**src/rtl/vending_pkg.sv**
```systemverilog
// Shared vending definitions: coin values, balance width and the change
// dispenser state encoding.
package vending_pkg;

  localparam int MONEY_WIDTH   = 12;
  localparam int POUND_VALUE   = 100;
  localparam int PENCE20_VALUE = 20;

  typedef enum logic [2:0] {
    IDLE,
    SELECT,
    FIRE,
    SENSE,
    GAP,
    FINISH
  } state_t;

  typedef enum logic {
    COIN_POUND,
    COIN_PENCE20
  } coin_t;

endpackage

```
**src/rtl/pulse_timer.sv**
```systemverilog
// Loadable down-counter. expired is high in the last cycle of a loaded
// duration, so a load of N gives N cycles including the expiry cycle.
module pulse_timer #(
  parameter int W = 5
) (
  input  logic         clk,
  input  logic         reset_n,
  input  logic         start,
  input  logic [W-1:0] load,
  output logic         expired
);

  logic [W-1:0] count;

  // NOTE: sequential state uses non-blocking assignments so every flop
  // samples values from before the edge, independent of block ordering.
  always_ff @(posedge clk or negedge reset_n) begin
    if (!reset_n) begin
      count <= '0;
    end else if (start) begin
      count <= load;
    end else if (count != '0) begin
      count <= count - 1'b1;
    end
  end

  // A zero load behaves like a load of one rather than never expiring.
  assign expired = (count <= W'(1));

endmodule

```
**src/rtl/change_dispenser.sv**
```systemverilog
// Pays out a captured refund balance as pound and 20p coins, one confirmed
// drop at a time, while tracking hopper stock and per-hopper jams.
module change_dispenser
  import vending_pkg::*;
#(
  parameter int MONEY_W        = MONEY_WIDTH,
  parameter int CNT_W          = 6,
  parameter int PULSE_CYCLES   = 4,
  parameter int TIMEOUT_CYCLES = 16,
  parameter int GAP_CYCLES     = 2
) (
  input  logic               clk,
  input  logic               reset_n,
  input  logic               refund,
  input  logic [MONEY_W-1:0] money,
  output logic               refund_ack,
  input  logic               coin_sense,
  input  logic               load_pound,
  input  logic               load_pence20,
  output logic               pound_out,
  output logic               pence20_out,
  output logic [CNT_W-1:0]   pound_count,
  output logic [CNT_W-1:0]   pence20_count,
  output logic               busy,
  output logic               done,
  output logic               short_change,
  output logic [MONEY_W-1:0] residual,
  output logic               jam_pound,
  output logic               jam_pence20
);

  localparam int TMR_MAX_A = (PULSE_CYCLES > TIMEOUT_CYCLES) ? PULSE_CYCLES : TIMEOUT_CYCLES;
  localparam int TMR_MAX   = (TMR_MAX_A > GAP_CYCLES) ? TMR_MAX_A : GAP_CYCLES;
  localparam int TMR_W     = $clog2(TMR_MAX + 1);

  localparam logic [TMR_W-1:0] PULSE_LD   = TMR_W'(PULSE_CYCLES);
  localparam logic [TMR_W-1:0] TIMEOUT_LD = TMR_W'(TIMEOUT_CYCLES);
  localparam logic [TMR_W-1:0] GAP_LD     = TMR_W'(GAP_CYCLES);

  state_t             state;
  coin_t              coin_sel;
  logic [MONEY_W-1:0] remaining;
  logic [MONEY_W-1:0] coin_value;
  logic               sensed;

  logic               pick_pound;
  logic               pick_pence20;
  logic               drop;
  logic               timeout;
  logic               dec_pound;
  logic               dec_pence20;

  logic               tmr_start;
  logic [TMR_W-1:0]   tmr_load;
  logic               tmr_expired;

  // Saturating increment on load; a simultaneous load and drop cancel out.
  function automatic logic [CNT_W-1:0] next_count(input logic [CNT_W-1:0] c,
                                                  input logic inc,
                                                  input logic dec);
    if (inc && !dec) return (c == '1) ? c : c + 1'b1;
    if (dec && !inc) return c - 1'b1;
    return c;
  endfunction

  assign pick_pound   = (remaining >= MONEY_W'(POUND_VALUE)) && (pound_count != '0) && !jam_pound;
  assign pick_pence20 = (remaining >= MONEY_W'(PENCE20_VALUE)) && (pence20_count != '0) && !jam_pence20;
  assign coin_value   = (coin_sel == COIN_POUND) ? MONEY_W'(POUND_VALUE) : MONEY_W'(PENCE20_VALUE);

  // A drop seen while the solenoid is still firing counts once, not again in SENSE.
  assign drop        = coin_sense && (((state == FIRE) && !sensed) || (state == SENSE));
  assign timeout     = (state == SENSE) && !coin_sense && tmr_expired;
  assign dec_pound   = drop && (coin_sel == COIN_POUND);
  assign dec_pence20 = drop && (coin_sel == COIN_PENCE20);

  // NOTE: every signal driven here gets a default first so no path through
  // the case leaves it unassigned, which would infer a latch.
  always_comb begin
    tmr_start = 1'b0;
    tmr_load  = '0;
    case (state)
      SELECT: begin
        tmr_start = pick_pound || pick_pence20;
        tmr_load  = PULSE_LD;
      end
      FIRE: begin
        tmr_start = tmr_expired;
        tmr_load  = (sensed || coin_sense) ? GAP_LD : TIMEOUT_LD;
      end
      SENSE: begin
        tmr_start = coin_sense;
        tmr_load  = GAP_LD;
      end
      default: ;
    endcase
  end

  pulse_timer #(
    .W(TMR_W)
  ) u_timer (
    .clk    (clk),
    .reset_n(reset_n),
    .start  (tmr_start),
    .load   (tmr_load),
    .expired(tmr_expired)
  );

  always_ff @(posedge clk or negedge reset_n) begin
    if (!reset_n) begin
      pound_count   <= '0;
      pence20_count <= '0;
      jam_pound     <= 1'b0;
      jam_pence20   <= 1'b0;
    end else begin
      pound_count   <= next_count(pound_count, load_pound, dec_pound);
      pence20_count <= next_count(pence20_count, load_pence20, dec_pence20);
      // A fresh timeout outranks a load landing in the same cycle.
      if (timeout && (coin_sel == COIN_POUND)) jam_pound <= 1'b1;
      else if (load_pound)                     jam_pound <= 1'b0;
      if (timeout && (coin_sel == COIN_PENCE20)) jam_pence20 <= 1'b1;
      else if (load_pence20)                     jam_pence20 <= 1'b0;
    end
  end

  always_ff @(posedge clk or negedge reset_n) begin
    if (!reset_n) begin
      state        <= IDLE;
      coin_sel     <= COIN_POUND;
      remaining    <= '0;
      sensed       <= 1'b0;
      refund_ack   <= 1'b0;
      done         <= 1'b0;
      busy         <= 1'b0;
      pound_out    <= 1'b0;
      pence20_out  <= 1'b0;
      short_change <= 1'b0;
      residual     <= '0;
    end else begin
      refund_ack <= 1'b0;
      done       <= 1'b0;
      if (drop) begin
        remaining <= remaining - coin_value;
        sensed    <= 1'b1;
      end
      case (state)
        IDLE: begin
          if (refund) begin
            remaining    <= money;
            short_change <= 1'b0;
            residual     <= '0;
            refund_ack   <= 1'b1;
            busy         <= 1'b1;
            state        <= SELECT;
          end
        end
        SELECT: begin
          sensed <= 1'b0;
          if (pick_pound) begin
            coin_sel  <= COIN_POUND;
            pound_out <= 1'b1;
            state     <= FIRE;
          end else if (pick_pence20) begin
            coin_sel    <= COIN_PENCE20;
            pence20_out <= 1'b1;
            state       <= FIRE;
          end else begin
            done         <= 1'b1;
            residual     <= remaining;
            short_change <= (remaining != '0);
            state        <= FINISH;
          end
        end
        FIRE: begin
          if (tmr_expired) begin
            pound_out   <= 1'b0;
            pence20_out <= 1'b0;
            state       <= (sensed || coin_sense) ? GAP : SENSE;
          end
        end
        SENSE: begin
          if (coin_sense)       state <= GAP;
          else if (tmr_expired) state <= SELECT;
        end
        GAP: begin
          if (tmr_expired) state <= SELECT;
        end
        FINISH: begin
          busy  <= 1'b0;
          state <= IDLE;
        end
        default: state <= IDLE;
      endcase
    end
  end

endmodule

```
**config.mk**
```make
export PLATFORM = sky130hd
export DESIGN_NAME = change_dispenser
export DESIGN_NICKNAME = d
export VERILOG_FILES = /design/src/rtl/vending_pkg.sv /design/src/rtl/pulse_timer.sv /design/src/rtl/change_dispenser.sv
export SDC_FILE = /design/constraint.sdc
export NUM_CORES = 1
export LEC_CHECK = 0
export BUFFER_PORTS_ARGS = -buffer_cell sky130_fd_sc_hd__buf_2
export CAP_MARGIN = 15
export CORE_ASPECT_RATIO = 0.6
export CORE_MARGIN = 4
export CORE_UTILIZATION = 25
export CTS_BUF_LIST = sky130_fd_sc_hd__clkbuf_16
export CTS_CLUSTER_DIAMETER = 50
export CTS_CLUSTER_SIZE = 25
export DETAILED_ROUTE_END_ITERATION = 12
export MAX_ROUTING_LAYER = met4
export SETUP_SLACK_MARGIN = 0.2
export SLEW_MARGIN = 5
export SYNTH_ARGS = -nofsm -noshare
export SYNTH_HDL_FRONTEND = slang
export SYNTH_HIERARCHICAL = 1
export SYNTH_SLANG_ARGS = --single-unit
```
**constraint.sdc**
```tcl
create_clock -name clk -period 2.8 [get_ports clk]
set_input_delay 0.28 -clock clk [delete_from_list [all_inputs] [get_ports clk]]
set_output_delay 0.28 -clock clk [all_outputs]
set_load 0.005 [all_outputs]
```
* Yosys cells after proc, flatten, opt, wreduce, memory -nomap -nowiden
Index checks and enable logic that the tools add are counted. Widths: inputs -> output; s select.
Storage, ports and cells: logic and storage cells 148, bits of input ports 18, output and inout port bits 32, register bits 54
Cells by class: reduce and logical (&&, ||, !) cells 48, add/subtract/negate cells 6, bitwise gates (word level) 1, $lt $le $gt $ge 3, mux-type cells 61, equal/unequal tests 13
Operators with widths (number):
- $mux 12 | 6
- $mux 6 | 10
- $mux 1 | 26
- $pmux 12 s2 | 1
- $mux 3 | 7
- $reduce_bool 2->1 | 10
- $logic_and 1x1->1 | 16
- $mux 5 | 3
- $pmux 3 s5 | 1
- $pmux 5 s3 | 1
- $add 6x1->6 const B | 2
- $eq 6x6->1 const B | 2
- $ge 12x5->1 const B | 1
- $ge 12x7->1 const B | 1
- $ne 2x2->1 const B | 6
- $reduce_bool 12->1 | 1
- $reduce_bool 6->1 | 2
- $sub 12x7->12 | 1
- $sub 6x1->6 const B | 2
- $logic_not 1->1 | 8
- $pmux 1 s2 | 4
- $reduce_and 4->1 | 2
- $mux 7 | 1
- $eq 3x2->1 const B | 2
- 11 further kinds | 16

* Logic depth before layout (Yosys ltp)
word-level depth 11, gate-level depth with buffers 14, gate-level depth less buffers 12

* Cells and area by module
The synthesis kept the hierarchy.
By module, submodules not included:
- change_dispenser | seq. area each 1226.2 µm², instances 1, cells an instance 333, area each 2974.1 µm²
- pulse_timer | seq. area each 125.1 µm², instances 1, cells an instance 32, area each 306.5 µm²

* Worst setup path before layout
Ideal clock, no wire load.
path kind reg2reg, from reg state[0], to reg pound_count[5], setup time 0.082 ns, clock period less this slack 2.537 ns, slack 0.263 ns, cell stages (with the launch flop) 14, arrival 2.455 ns, cell sequence dfrtp_1 > clkbuf_1 > nand2b_1 > nand3_1 > clkbuf_1 > inv_1 > nand2_1 > ha_1 > nand2b_1 > clkbuf_1 > or4_1 > a21oi_1 > nor2_1 > a31oi_1
Between the ends: word-level cells in the longest chain between the ends 9
Ends and longest elaborated chain:
- from (decl) | RTL line change_dispenser.sv:40 | state_t state;
- from (signal assigned) | RTL line change_dispenser.sv:177 | state <= (sensed || coin_sense) ? GAP : SENSE;
- $eq 3x2->1 | RTL line change_dispenser.sv:71 | assign drop = coin_sense && (((state == FIRE) && !sensed) || (state == SENSE));
- $logic_and 1x1->1 | RTL line change_dispenser.sv:71
- $logic_or 1x1->1 * | RTL line change_dispenser.sv:71
- $logic_and 1x1->1 * | RTL line change_dispenser.sv:71
- $logic_and 1x1->1 * | RTL line change_dispenser.sv:73 | assign dec_pound = drop && (coin_sel == COIN_POUND);
- $logic_and 1x1->1 or $logic_not 1->1 (tied branches) | RTL line change_dispenser.sv:62, change_dispenser.sv:61
- $mux 6 (tied with other cells) | RTL line change_dispenser.sv:62 | if (dec && !inc) return c - 1'b1;
- $mux 6 (tied with other cells) | RTL line change_dispenser.sv:63 | return c;
- $mux 6 or $reduce_bool 2->1 (tied branches)
- to (signal assigned) | RTL line change_dispenser.sv:115 | pound_count <= next_count(pound_count, load_pound, dec_pound);
- to (decl) | RTL line change_dispenser.sv:22 | output logic [CNT_W-1:0] pound_count,
Mark *: on every way between the ends. The rest lies on a longest branch, timed or not. The select of a mux whose other input is x is not followed. A chain may end at the register's enable or synchronous reset.

* Final worst setup path
from reg state[1], to reg pound_count[5]
Same word-level chain as after synthesis.

==> results.md <==
| Group | Quantity | Value |
|---|---|---|
| synth | Proportion of synthesized chip area in sequential cells | 0.412 |
| synth | Multiplexer share of the synthesized area | 0.0202 |
| timing | Period Utilization, post-route | 0.833 |
| floorplanning | Number of primary I/O pins | 50 |
| drt | Number of vias in the routed layout | 2,764 |
| floorplanning | Area inside the core boundary | 12,900 sq um |
| finish | Storage cell area | 1350 sq um |
| timing | Clock skew after layout | 4.32 ps |
| grt | Initial antenna violation count | 0 |
| finish | # diodes | 0 |
| clock network | Clock transition at the registers of the reported paths | 80 ps |
| floorplanning | Die Span Y | 96.7 um |
| timing | Top achievable clock speed | 429 MHz |
| synth | Yosys top cell area share | 0.412 |
| synth | Xor/xnor cell area share of the yosys netlist | 0.0267 |
| placement | Place WS | 280 ps |
| critical path | Crit-path max cell delay | 510 ps |
| critical path | Startpoint class of the critical path | flop |
| grt | Via count of the first global-routing pass | 2,734 |
| clock network | CTS Hold Bufs | 0 |
| floorplanning | Initial Util | 0.255 |
| placement | GPL Wtd Cong | 0.851 |
| synth | Dominant synthesized flop cell | sky130_fd_sc_hd__dfrtp_1 |
| critical path | Reg2Reg Depth | 10 |
| critical path | FF-to-FF Start | state[1] |
| synth | Basic-gate share of the synthesized area counting and, or, nand and nor cells | 0.210 |
| timing | Pins Over Slew Limit | 0 |
| finish | Total Nets Final | 445 |
| drt | Vias per inst | 4.76 |
| finish | Design area | 3860 sq um |
| power and ir drop | LEAKAGE | 1.75 nW |
| critical path | Worst Path Max Fanout | 10 |
| synth | Post-synthesis adder-cell area fraction | 0.0648 |
| timing | Min Tclk post-route | 2330 ps |
| finish | Filler cell count | 1,332 |
| clock network | Root buffer selected by CTS | sky130_fd_sc_hd__clkbuf_16 |
| floorplanning | Horizontal extent of the die | 156 um |
| timing | Setup violation total in the final timing report | 0 |
| synth | Post-synthesis register bit count | 54 |
| floorplanning | Row count | 32 |
| critical path | Cell with the largest stage delay on the worst path | sky130_fd_sc_hd__or4_1 |
| critical path | Endpoint of the most critical setup path | pound_count[5] |
| grt | Pin count of the biggest net entering global routing | 43 |
| timing | RSZ-0062 raised after global routing | false |
| synth | Combinational family with the most area after synthesis | simple AND/OR/NAND/NOR gates |
| clock network | CTS H-tree lvls | 2 |
| critical path | FF-to-FF End | pound_count[5] |
| synth | Number of warnings reported in the yosys synthesis log | 6 |
| synth | Cell types with the largest area share after synthesis | sky130_fd_sc_hd__dfrtp_1 41%, sky130_fd_sc_hd__ha_1 6.5%, sky130_fd_sc_hd__o21ai_0 5.0%, sky130_fd_sc_hd__nand2_1 4.6%, sky130_fd_sc_hd__a21oi_1 3.8% |
| power and ir drop | Cell Pwr Density | 1010 nW/um^2 |
| drt | Total iterations of the first detailed-routing run | 6 |
| drt | DRC marker count from the first detailed-route iteration | 320 |
| clock network | CTS tree | done |
| drt | Total detailed-routing wirelength | 8.33 mm |
| timing | Transition time at the pin with the least slew margin | 977 ps |
| finish | Area Growth Syn to Fin | 17.5% |
| placement | Placed cell areas | 3690 sq um |
| synth | Post-synth design cell area | 3280 sq um |
| drt | Detailed-route wire length per cell | 14.3 um |
| clock network | Setup Fix Bufs, Post-CTS | 0 |
| critical path | Arrival time worst endpoint | 2550 ps |
| clock network | Sinks on Clock Net | 54 |
| critical path | Required @ worst endpoint | 3020 ps |
| synth | Cell accounting for the most synthesized area | sky130_fd_sc_hd__dfrtp_1 |
| grt | Aggregate global routing overflow | 0 |
| synth | Distinct cell type count of the synthesized netlist | 56 |
| placement | Number of I/O port buffers | 49 |
| clock network | Clock network latency to the later pin of the worst-skew pair | 290 ps |
| clock network | Clock Path Buffers | 2 |
| finish | Post-route core utilization | 0.300 |
| synth | Fraction of the mapped netlist area in compound gates | 0.209 |
| status | Result of the run | completed |
| floorplanning | Die area | 15,100 sq um |
| drt | Number of nets with antenna violations after detailed routing | 0 |
| timing | Number of failing hold endpoints at the final stage | 0 |
| drt | Residual DRC count | 0 |
| clock network | TritonCTS buffer count | 5 |
| grt | First-pass GRT wire length | 14.0 mm |
| min path | Class of the worst hold path | in2async |
| timing | Post-Route Hold Slack | 143 ps |
| critical path | Startpoint-to-endpoint class of the critical path | reg2reg |
| finish | Commonest cells after routing, fill and taps aside | 52 x sky130_fd_sc_hd__dfrtp_1, 49 x sky130_fd_sc_hd__buf_2, 40 x sky130_fd_sc_hd__nand2_1 |
| synth | Async set-reset flop share out of synthesis | 1.00 |
| grt | Gr usage total | 0.115 |
| synth | Count of flip-flops with a built-in enable after synthesis | 0 |
| critical path | Kind of capture point of the worst setup path | flop |
| critical path | Worst setup slack for register-to-register paths | 470 ps |
| synth | Cell count after synthesis | 365 |
| critical path | Origin of the worst setup path | state[1] |
| timing | Worst relative slew slack | 0.349 |
| timing | TNS Setup | 0 ps |
| critical path | Ordered cell list for the critical path | nor2b_4, nand3_1, inv_1, nand2_1, ha_1, nand2b_2, or4_1, a21oi_1, nor2_1, a31oi_1 |
| timing | Slack of the critical path | 468 ps |
| finish | Commonest non-fill, non-tap cell in the layout | sky130_fd_sc_hd__dfrtp_1 |
| finish | Fraction of layout instances using a drive strength above 1 | 0.207 |
| job | Number of violations of the max-capacitance limit | 0 |
| power and ir drop | Maximum vdd drop | 0.265 mV |
| placement | Placed wire-length estimate | 6.31 mm |
| finish | Area of the multi-input gates | 1760 sq um |
| synth | Average cell area after synthesis | 8.99 sq um |
## flip-flops by register name, summed over array words and instances (netlist names), 3 cells and up
name           flops
pence20_count      6
pound_count        6
remaining         12
residual          12
state              3
u_timer/count      5
## logic make-up (layout without fill, tap and decap cells)
group           count (synthesis)  in the layout
other cells                     1              2
buf+inv                        42             87
simple gates                  129            129
flops                          54             54
compound gates                106            106
xor+xnor                       10             10
mux                             6              6
fa+ha+maj                      17             17
## critical path, delay by kind of cell (launching register included)
| family | cells | cell delay, ps |
|---|---|---|
| compound gates | 2 | 270 |
| fa+ha+maj | 1 | 200 |
| buf+inv | 1 | 110 |
| flops | 1 | 440 |
| simple gates | 6 | 1230 |
## synth_stat cells (all sizes together) (4+ instances only)
cell type	n
a21boi	5
a21oi	25
a31o	9
a31oi	6
buf	4
clkbuf	14
dfrtp	54
ha	17
inv	24
mux2i	4
nand2	40
nand2b	8
nand3	11
nor2	23
nor2b	7
nor3	6
nor3b	9
nor4	6
o21ai	34
o31ai	7
or3	5
xnor2	8
## stage by stage
step	total power [mW]	std cells
finish	3.91	581
global route	4.27	581
CTS	3.92	581
detailed placement	3.26	573
global placement	3.19	573
floorplan	2.70	366
## routing by layer
metal | vias to the layer above | GRT usage | routed length (um)
li1 | 1380 | - | -
met1 | 1293 | 0.175 | 4410
met2 | 83 | 0.163 | 3520
met3 | 8 | 0.0192 | 335
met4 | 0 | 0.0182 | 58
met5 | - | - | 0
## power breakdown
group	switching, mW	leakage, nW	internal [mW]	total (mW)
Sequential	0.416	0.683	1.06	1.47
Clock	0.301	0.0664	0.335	0.637
Combinational	0.986	1.00	0.816	1.80
Total	1.70	1.75	2.21	3.91
## how the worst min path moves through the flow
stage,end,slack [ps],depth (start not counted)
floorplan,busy,-20,0
global placement,remaining[1],470,3
detailed placement,remaining[0],480,3
CTS,remaining[0],180,3
global route,remaining[0],180,3
finish,pence20_count[2],140,1
## layout make-up
cell class	count	area share
Timing Repair Buffer	55	0.0753
Clock buffer	5	0.0324
Sequential cell	54	0.351
Multi-Input combinational cell	270	0.457
Clock inverter	3	0.00616
Inverter	24	0.0234
Tap cell	170	0.0552
## timing repair
item	4_1_cts	5_1_grt
setup endpoints to repair	0	6
gates resized for setup	0	6
endpoints found under the hold margin	0	0
(Power assumes the default switching activity.)
